### src/rtl/button_bank.sv
// button_bank: multi-channel button front end (2-flop sync, debounce, press/release edges, toggle, long press).
// Latency: a clean pin edge reaches button_level and its pulse NR_OF_DEBOUNCE_CLKS_P+2 clocks later; all outputs registered.
// Backpressure: none; pulses last one clock and must be consumed every cycle.
// Optional build macro BUTTON_BANK_AUTO_REPEAT_EN adds auto-repeat press pulses after a long press.
module button_bank #(
  parameter int    NR_OF_BUTTONS_P       = 4,
  parameter int    NR_OF_DEBOUNCE_CLKS_P = 1000000,
  parameter string CONNECTION_TYPE_P     = "OPEN",
  parameter int    LONG_PRESS_CLKS_P     = 100000000,
  parameter int    REPEAT_CLKS_P         = 25000000
) (
  input  logic                       clk,
  input  logic                       rst_n,
  input  logic [NR_OF_BUTTONS_P-1:0] button_in_pin,
  input  logic [NR_OF_BUTTONS_P-1:0] button_enable,
  output logic [NR_OF_BUTTONS_P-1:0] button_level,
  output logic [NR_OF_BUTTONS_P-1:0] button_press,
  output logic [NR_OF_BUTTONS_P-1:0] button_release,
  output logic [NR_OF_BUTTONS_P-1:0] button_press_toggle,
  output logic [NR_OF_BUTTONS_P-1:0] button_long_press,
  output logic                       button_any_press
);

  // Pins idle low for OPEN wiring, idle high for CLOSED wiring.
  localparam logic INV_C = (CONNECTION_TYPE_P == "CLOSED");

  localparam int DW = $clog2(NR_OF_DEBOUNCE_CLKS_P + 1);
  localparam int HW = $clog2(LONG_PRESS_CLKS_P + 1);

  localparam logic [DW-1:0] DEB_LAST  = DW'(NR_OF_DEBOUNCE_CLKS_P - 1);
  localparam logic [HW-1:0] HOLD_MAX  = HW'(LONG_PRESS_CLKS_P);
  localparam logic [HW-1:0] HOLD_LAST = HW'(LONG_PRESS_CLKS_P - 1);

  // Elaboration-time parameter sanity checks.
  if (NR_OF_BUTTONS_P < 1 || NR_OF_BUTTONS_P > 32) begin : g_bad_count
    $error("button_bank: NR_OF_BUTTONS_P out of range");
  end
  if (NR_OF_DEBOUNCE_CLKS_P < 2 || LONG_PRESS_CLKS_P <= NR_OF_DEBOUNCE_CLKS_P) begin : g_bad_timing
    $error("button_bank: debounce/long-press lengths inconsistent");
  end
  if (REPEAT_CLKS_P < 2) begin : g_bad_repeat
    $error("button_bank: REPEAT_CLKS_P too small");
  end

  logic [NR_OF_BUTTONS_P-1:0] press_nxt;

  for (genvar i = 0; i < NR_OF_BUTTONS_P; i++) begin : g_ch
    logic          sync1, sync2;
    logic          sample;
    logic          level_q;
    logic          flip;
    logic          rep_fire;
    logic [DW-1:0] deb_cnt;
    logic [HW-1:0] hold_cnt;
    logic          press_q, release_q, toggle_q, long_q;

    assign sample = sync2 ^ INV_C;
    // Debounce terminal count: the level inverts on this edge.
    assign flip   = (sample != level_q) && (deb_cnt == DEB_LAST);

`ifdef BUTTON_BANK_AUTO_REPEAT_EN
    localparam int RW = $clog2(REPEAT_CLKS_P + 1);
    localparam logic [RW-1:0] REP_LAST = RW'(REPEAT_CLKS_P - 1);
    logic [RW-1:0] rep_cnt;

    // Repeat fires only while the long-press hold is saturated and no release is being accepted.
    assign rep_fire = level_q && !flip && (hold_cnt == HOLD_MAX) && (rep_cnt == REP_LAST);

    // Repeat period counter runs only after the long press has been reached.
    always_ff @(posedge clk or negedge rst_n) begin
      if (!rst_n)                                 rep_cnt <= '0;
      else if (!level_q || hold_cnt != HOLD_MAX || rep_fire) rep_cnt <= '0;
      else                                        rep_cnt <= rep_cnt + 1'b1;
    end
`else
    assign rep_fire = 1'b0;
`endif

    assign press_nxt[i] = button_enable[i] && ((flip && !level_q) || rep_fire);

    // Two-flop synchroniser, reset to the released pin level.
    always_ff @(posedge clk or negedge rst_n) begin
      if (!rst_n) begin
        sync1 <= INV_C;
        sync2 <= INV_C;
      end else begin
        sync1 <= button_in_pin[i];
        sync2 <= sync1;
      end
    end

    // Debounce: count consecutive mismatching samples; any agreeing sample restarts the count.
    always_ff @(posedge clk or negedge rst_n) begin
      if (!rst_n) begin
        deb_cnt <= '0;
        level_q <= 1'b0;
      end else if (sample == level_q) begin
        deb_cnt <= '0;
      end else if (flip) begin
        deb_cnt <= '0;
        level_q <= ~level_q;
      end else begin
        deb_cnt <= deb_cnt + 1'b1;
      end
    end

    // Hold counter: saturating while pressed, cleared when released; independent of enable.
    always_ff @(posedge clk or negedge rst_n) begin
      if (!rst_n)                    hold_cnt <= '0;
      else if (!level_q)             hold_cnt <= '0;
      else if (hold_cnt != HOLD_MAX) hold_cnt <= hold_cnt + 1'b1;
    end

    // Registered, enable-gated event outputs and press toggle.
    always_ff @(posedge clk or negedge rst_n) begin
      if (!rst_n) begin
        press_q   <= 1'b0;
        release_q <= 1'b0;
        long_q    <= 1'b0;
        toggle_q  <= 1'b0;
      end else begin
        press_q   <= press_nxt[i];
        release_q <= button_enable[i] && flip && level_q;
        long_q    <= button_enable[i] && level_q && (hold_cnt == HOLD_LAST);
        toggle_q  <= toggle_q ^ press_nxt[i];
      end
    end

    assign button_level[i]        = level_q;
    assign button_press[i]        = press_q;
    assign button_release[i]      = release_q;
    assign button_long_press[i]   = long_q;
    assign button_press_toggle[i] = toggle_q;
  end

  // Aggregate press flag, registered alongside the per-channel pulses.
  always_ff @(posedge clk or negedge rst_n) begin
    if (!rst_n) button_any_press <= 1'b0;
    else        button_any_press <= |press_nxt;
  end

endmodule
### config.mk
export PLATFORM = sky130hd
export DESIGN_NAME = button_bank
export DESIGN_NICKNAME = d
export VERILOG_FILES = /design/src/rtl/button_bank.sv
export SDC_FILE = /design/constraint.sdc
export NUM_CORES = 1
export LEC_CHECK = 0
export CAP_MARGIN = 20
export CELL_PAD_IN_SITES_DETAIL_PLACEMENT = 1
export CELL_PAD_IN_SITES_GLOBAL_PLACEMENT = 1
export CORE_ASPECT_RATIO = 0.75
export CORE_UTILIZATION = 49
export CTS_CLUSTER_SIZE = 25
export DETAILED_ROUTE_END_ITERATION = 6
export PLACE_DENSITY_LB_ADDON = 0.1
export REMOVE_ABC_BUFFERS = 1
export SYNTH_ARGS = -nofsm -noshare
export SYNTH_HDL_FRONTEND = slang
export SYNTH_SLANG_ARGS = --single-unit
### constraint.sdc
create_clock -name clk -period 2.3 [get_ports clk]
set_input_delay 0.575 -clock clk [delete_from_list [all_inputs] [get_ports clk]]
set_output_delay 0.575 -clock clk [all_outputs]
set_load 0.02 [all_outputs]
==> flow_summary.toml, run 1 <==
[global_routing]
grt_pass1_wl_um = 41200
grt_max_degree = 60
grt-ovfl-total = 0
antenna_found_initial = 0
grt_usage = 0.216
first_global_vias = 8114

[worst_setup_path]
path_cells = "clkdlybuf4s50_1"
crit_cells = 1
r2r_cells = 6
critical_path_class = "reg2out"
critical-path-top-delay-family = "buffers and inverters"
cpMaxStageDelayCell = "clkdlybuf4s50_1"
worstPathArrival_ps = 1540
crit_fanout = 2
cp-start-kind = "flop"
cp.required_ps = 1730
cpPeakStageDelay_ps = 630
cp-end-kind = "output pin"
crit_buf_inv = 1

[timing]
setup_viol = 0
skew_ps = 15.4
hold_viol = 0
period_minus_slack_ps = 2110
tns_ps = 0
min_period_over_period = 0.918
slew_headroom = 0.630
worstMarginPinSlew_ps = 550
drv_slew = 0
rsz0062_at_grt = "no"
fmax_ghz = 0.473

[detailed_routing]
drt_iter0_markers = 293
routed-wl-met2_um = 10500
wirelength_um = 23500
dr_total_vias = 7615
dr_wl_met3_um = 565
wl_met1_um = 12000
viasPerCell = 5.44
top_layer = "met4"
antenna_left = 0
drt_first_pass_iters = 4
drc = 0
wl_per_cell_um = 16.8

[finish]
antenna_cells = 0
largest_reg_flops = 108
syn2layout_area_growth_pct = 12.3
final_nets = 1119
reg_top3 = "g_ch.hold_cnt: 108 flops, g_ch.deb_cnt: 80 flops"
fill_cells = 2360
drive_gt1_frac = 0.0737
top_register = "g_ch.hold_cnt"

[cts]
numCtsBuffers = 23
cts-resized-gates = 0
clockRootBuffer = "clkbuf_16"
cts.sinks = 217
postCtsSetupRepairBufs = 0
cts_tree = "done"
clk_pin_slew_ps = 60
cts_hold_buf = 0
worstSkewPairLatency_ps = 510
clk_path_buf_depth = 3
cts_max_level = 1

[yosys]
ys_types = 54
synth_top_flop_cell = "dfrtp_1"
synth.area.top_cells = "dfrtp_1 50%, xnor2_1 7.4%, xor2_1 5.7%, and2_1 5.0%, nor2_1 3.6%"
avgSynthCellArea_um2 = 10.2
synth.largest_area_cell = "dfrtp_1"
synth_warnings = 0
netlist_area_um2 = 10900
synth-seq-cells = 217
synthArstFlopShare = 1.00
ys_top_cells_by_count = "217 x dfrtp_1, 106 x nor2_1, 92 x xnor2_1"
synth_edf_count = 0
yosysTopAreaCellShare = 0.497
ys_seq_area_frac = 0.497
netlist_instances = 1068
synth.most_common_cell = "dfrtp_1"

[die]
initial_core_util = 0.509
rows = 46
io_pins = 31
die_area_um2 = 22900
core_um2 = 21500
die_h_um = 131
dieWidth_um = 174

[flow_run]
cap_violations = 0

[placed_design]
place_congestion = 0.753
dp_hpwl_um = 15900
port_buffers = 30

[pwr]
ir_drop_mv = 0.424
power_density_nw_per_um2 = 631
p_leak_nw = 5.38
power_mw = 7.74

[status]
run_status = "finished, final reports clean"

[worst_hold_path]
hold_class = "in2async"
## placed cells by master (no fill, tap or decap), drive strengths merged, types with 21 or more instances in the layout
| master | n |
|---|---|
| and4 | 22 |
| inv | 21 |
| and2 | 88 |
| xor2 | 71 |
| dfrtp | 217 |
| clkdlybuf4s50 | 29 |
| nor2 | 106 |
| nand4 | 48 |
| nor3 | 33 |
| xnor2 | 92 |
| clkbuf | 28 |
| nand3 | 70 |
| and3 | 31 |
| nand2 | 82 |
## cell families after synthesis
family | count (synthesis) | share of synthesized area
compound gates | 25 | 0.0162
simple gates | 572 | 0.300
xor+xnor | 163 | 0.131
buf+inv | 66 | 0.0302
fa+ha+maj | 12 | 0.0137
flops | 217 | 0.497
mux | 13 | 0.0124
## final cells by class
class	instances	area, um^2	area share
clock buffer	28	624	0.0509
clock inverter	13	120	0.00980
inverter	21	78.8	0.00643
multi-input combinational	785	5160	0.421
sequential	217	5430	0.443
tap	288	360	0.0294
timing repair buffer	49	485	0.0396
## metal layers
layer / vias up / GRT usage
li1: 3692 / -
met1: 3831 / 0.323
met2: 63 / 0.334
met3: 29 / 0.0292
met4: 0 / 0.0453
met5: - / 0
## power by group
part	switching (mW)	internal [mW]
Combinational	0.121	0.0506
Sequential	0.0269	3.84
Clock	1.54	2.15
## per-stage QoR
| step | area [um^2] | worst slack (ps) | instances | hold slack (ps) | util |
|---|---|---|---|---|---|
| floorplan | 10700 | 515 | 1023 | 279 | - |
| global route | 12300 | 90.2 | 1401 | 29.5 | 0.571 |
| finish | 12300 | 188 | 1401 | 4.56 | 0.571 |
| detailed placement | 11500 | 271 | 1360 | 342 | 0.536 |
| CTS | 12300 | 157 | 1401 | 19.6 | 0.571 |
| global placement | 11500 | 361 | 1360 | 334 | 0.536 |
## worst paths after layout
check	from	to	slack, ps
max	g_ch[0].toggle_q	button_press_toggle[0]	190
min	rst_n	g_ch[2].hold_cnt[2]	5
max reg2reg	g_ch[3].hold_cnt[0]	g_ch[3].hold_cnt[26]	250
min reg2reg	g_ch[1].sync1	g_ch[1].sample	360
max in group asynchronous	rst_n	g_ch[0].deb_cnt[8]	1580
min in group clk	g_ch[1].sync1	g_ch[1].sample	360
Power figures use the tool's default switching activity.
==> run 2: changes to the inputs <==
--- a/config.mk
+++ b/config.mk
@@ -9,7 +9,7 @@
 export CELL_PAD_IN_SITES_DETAIL_PLACEMENT = 1
 export CELL_PAD_IN_SITES_GLOBAL_PLACEMENT = 1
 export CORE_ASPECT_RATIO = 0.75
-export CORE_UTILIZATION = 49
+export CORE_UTILIZATION = 53
 export CTS_CLUSTER_SIZE = 25
 export DETAILED_ROUTE_END_ITERATION = 6
 export PLACE_DENSITY_LB_ADDON = 0.1
==> constraint.sdc (replaced) <==
create_clock -name clk -period 2.7 [get_ports clk]
set_input_delay 0.675 -clock clk [delete_from_list [all_inputs] [get_ports clk]]
set_output_delay 0.675 -clock clk [all_outputs]
set_load 0.02 [all_outputs]
==> run 2 against run 1 <==
Net effect:
- count of clock-buffer cells in the layout is 1 higher
- routed wire length is 1.9% higher
- clock skew is 5.6 ps lower
- cell count is 3.1% lower
- critical path depth stayed put
- sequential cell count stayed put
- utilization is 2.8 points higher
- clock power is 18% lower
- critical path type unchanged
- largest power group unchanged
==> flow_summary.toml, run 2 (synthesis results as in run 1) <==
[worst_setup_path]
critical_path_class = "reg2out"
cpPeakStageDelay_ps = 700
crit_buf_inv = 1
worstPathArrival_ps = 1840
cp.required_ps = 2030
path_cells = "clkdlybuf4s50_1"
critical-path-top-delay-family = "buffers and inverters"
reg2reg_slack_ps = 550
cp-end-kind = "output pin"
worstReg2RegStart = "g_ch[3].deb_cnt[2]"
worstReg2RegEnd = "g_ch[3].deb_cnt[5]"
cpMaxStageDelayCell = "clkdlybuf4s50_1"
cp-start-kind = "flop"
r2r_cells = 5
crit_fanout = 16

[timing]
drv_slew = 0
setup_viol = 0
setup_slack_ps = 185
slew_headroom = 0.550
hold_viol = 0
rsz0062_at_grt = "no"
skew_ps = 9.77
period_minus_slack_ps = 2510
min_period_over_period = 0.931
tns_ps = 0
worstMarginPinSlew_ps = 670
fmax_ghz = 0.398

[detailed_routing]
viasPerCell = 5.65
drt_first_pass_iters = 5
wirelength_um = 23900
wl_per_cell_um = 17.6
drc = 0
antenna_left = 0
dr_total_vias = 7671
drt_iter0_markers = 444

[pwr]
pwr-share-seq = 0.509
power_frac_comb = 0.021
p_sw_frac = 0.218
p_int_mw = 5.07
p_switching_mw = 1.41
power_mw = 6.48
power_density_nw_per_um2 = 535
pwr-share-clk = 0.470
ir_drop_mv = 0.408
p_leak_nw = 5.31

[die]
io_pins = 31
die_area_um2 = 21200
dieWidth_um = 168
initial_core_util = 0.540
core_um2 = 20200
die_h_um = 126
rows = 45

[finish]
final_nets = 1107
finalInstanceArea_um2 = 12100
antenna_cells = 0
drive_gt1_frac = 0.0619
largest_reg_flops = 108
syn2layout_area_growth_pct = 10.8
top_register = "g_ch.hold_cnt"
final_cell_mix = "217 x dfrtp_1, 106 x nor2_1, 92 x xnor2_1"
final_common_cell = "dfrtp_1"
fin_util = 0.599
reg_top3 = "g_ch.hold_cnt: 108 flops, g_ch.deb_cnt: 80 flops"

[cts]
postCtsSetupRepairBufs = 0
cts-resized-gates = 0
clockRootBuffer = "clkbuf_16"
clk_path_buf_depth = 3
numCtsBuffers = 23
cts_tree = "done"
cts_max_level = 1
worstSkewPairLatency_ps = 510
cts_hold_buf = 0
clk_pin_slew_ps = 60
cts.sinks = 217

[placed_design]
place_congestion = 0.775
port_buffers = 30
placed_cell_area_um2 = 11400
post-place-ws_ps = 603
dp_hpwl_um = 16100

[worst_hold_path]
hold_class = "in2async"

[flow_run]
cap_violations = 0

[global_routing]
antenna_found_initial = 0
grt_max_degree = 71
grt-ovfl-total = 0
grt_pass1_wl_um = 41100
first_global_vias = 8109
grt_usage = 0.237

[status]
run_status = "finished, final reports clean"
==> run 2: changes by cell type in the layout (fill, tap and decap cells not counted) <==
| cell | change |
|---|---|
| bufinv_16 | -1 |
| clkbuf_8 | +1 |
| buf_4 | -12 |
| clkinv_2 | -1 |
| clkinvlp_4 | -1 |
==> run 2: worst max-delay path by stage <==
| stage | startpoint | end | cells past startpoint |
|---|---|---|---|
| finish | g_ch[2].level_q | button_level[2] | 1 |
| global route | g_ch[2].level_q | button_level[2] | 1 |
| CTS | g_ch[2].level_q | button_level[2] | 1 |
| detailed placement | g_ch[3].hold_cnt[0] | g_ch[3].hold_cnt[20] | 6 |
| global placement | g_ch[3].hold_cnt[0] | g_ch[3].hold_cnt[20] | 6 |
| floorplan | g_ch[3].hold_cnt[0] | g_ch[3].hold_cnt[26] | 6 |
==> run 2: power groups by stage <==
stage	clock network, mW	logic (mW)	registers (mW)
after global routing	3.23	0.160	3.30
final	3.04	0.138	3.30
after floorplan	0	0.0369	3.35
after detailed placement	0	0.144	3.35
after CTS	3.13	0.145	3.30
after global placement	0	0.141	3.35
==> run 2: metal layers <==
| metal | track usage | vias up | part of all wire |
|---|---|---|---|
| met2 | 0.391 | 89 | 0.47 |
| met4 | 0.0599 | 0 | 0.022 |
| met5 | 0 | - | 0 |
| met3 | 0.0284 | 36 | 0.026 |
| li1 | - | 3674 | - |
| met1 | 0.334 | 3872 | 0.48 |
==> run 2: cell type report <==
class / count / area (um^2)
timing repair buffer: 37 / 395
clock inverter: 10 / 77.6
fill: 2168 / 8110
sequential: 217 / 5430
tap: 258 / 323
inverter: 21 / 78.8
clock buffer: 29 / 638
multi-input combinational: 785 / 5160
==> run 2: stage by stage <==
step	std cells	hold slack (ps)
floorplan	1023	331
global placement	1318	332
detailed placement	1318	337
CTS	1357	153
global route	1357	175
finish	1357	143
==> run 3: changes to the inputs <==
--- a/config.mk
+++ b/config.mk
@@ -5,7 +5,7 @@
 export SDC_FILE = /design/constraint.sdc
 export NUM_CORES = 1
 export LEC_CHECK = 0
-export CAP_MARGIN = 20
+export CAP_MARGIN = 25
 export CELL_PAD_IN_SITES_DETAIL_PLACEMENT = 1
 export CELL_PAD_IN_SITES_GLOBAL_PLACEMENT = 1
 export CORE_ASPECT_RATIO = 0.75
==> results of run 3 <==
The final DEF is identical to that of run 2; final timing and power are the same.
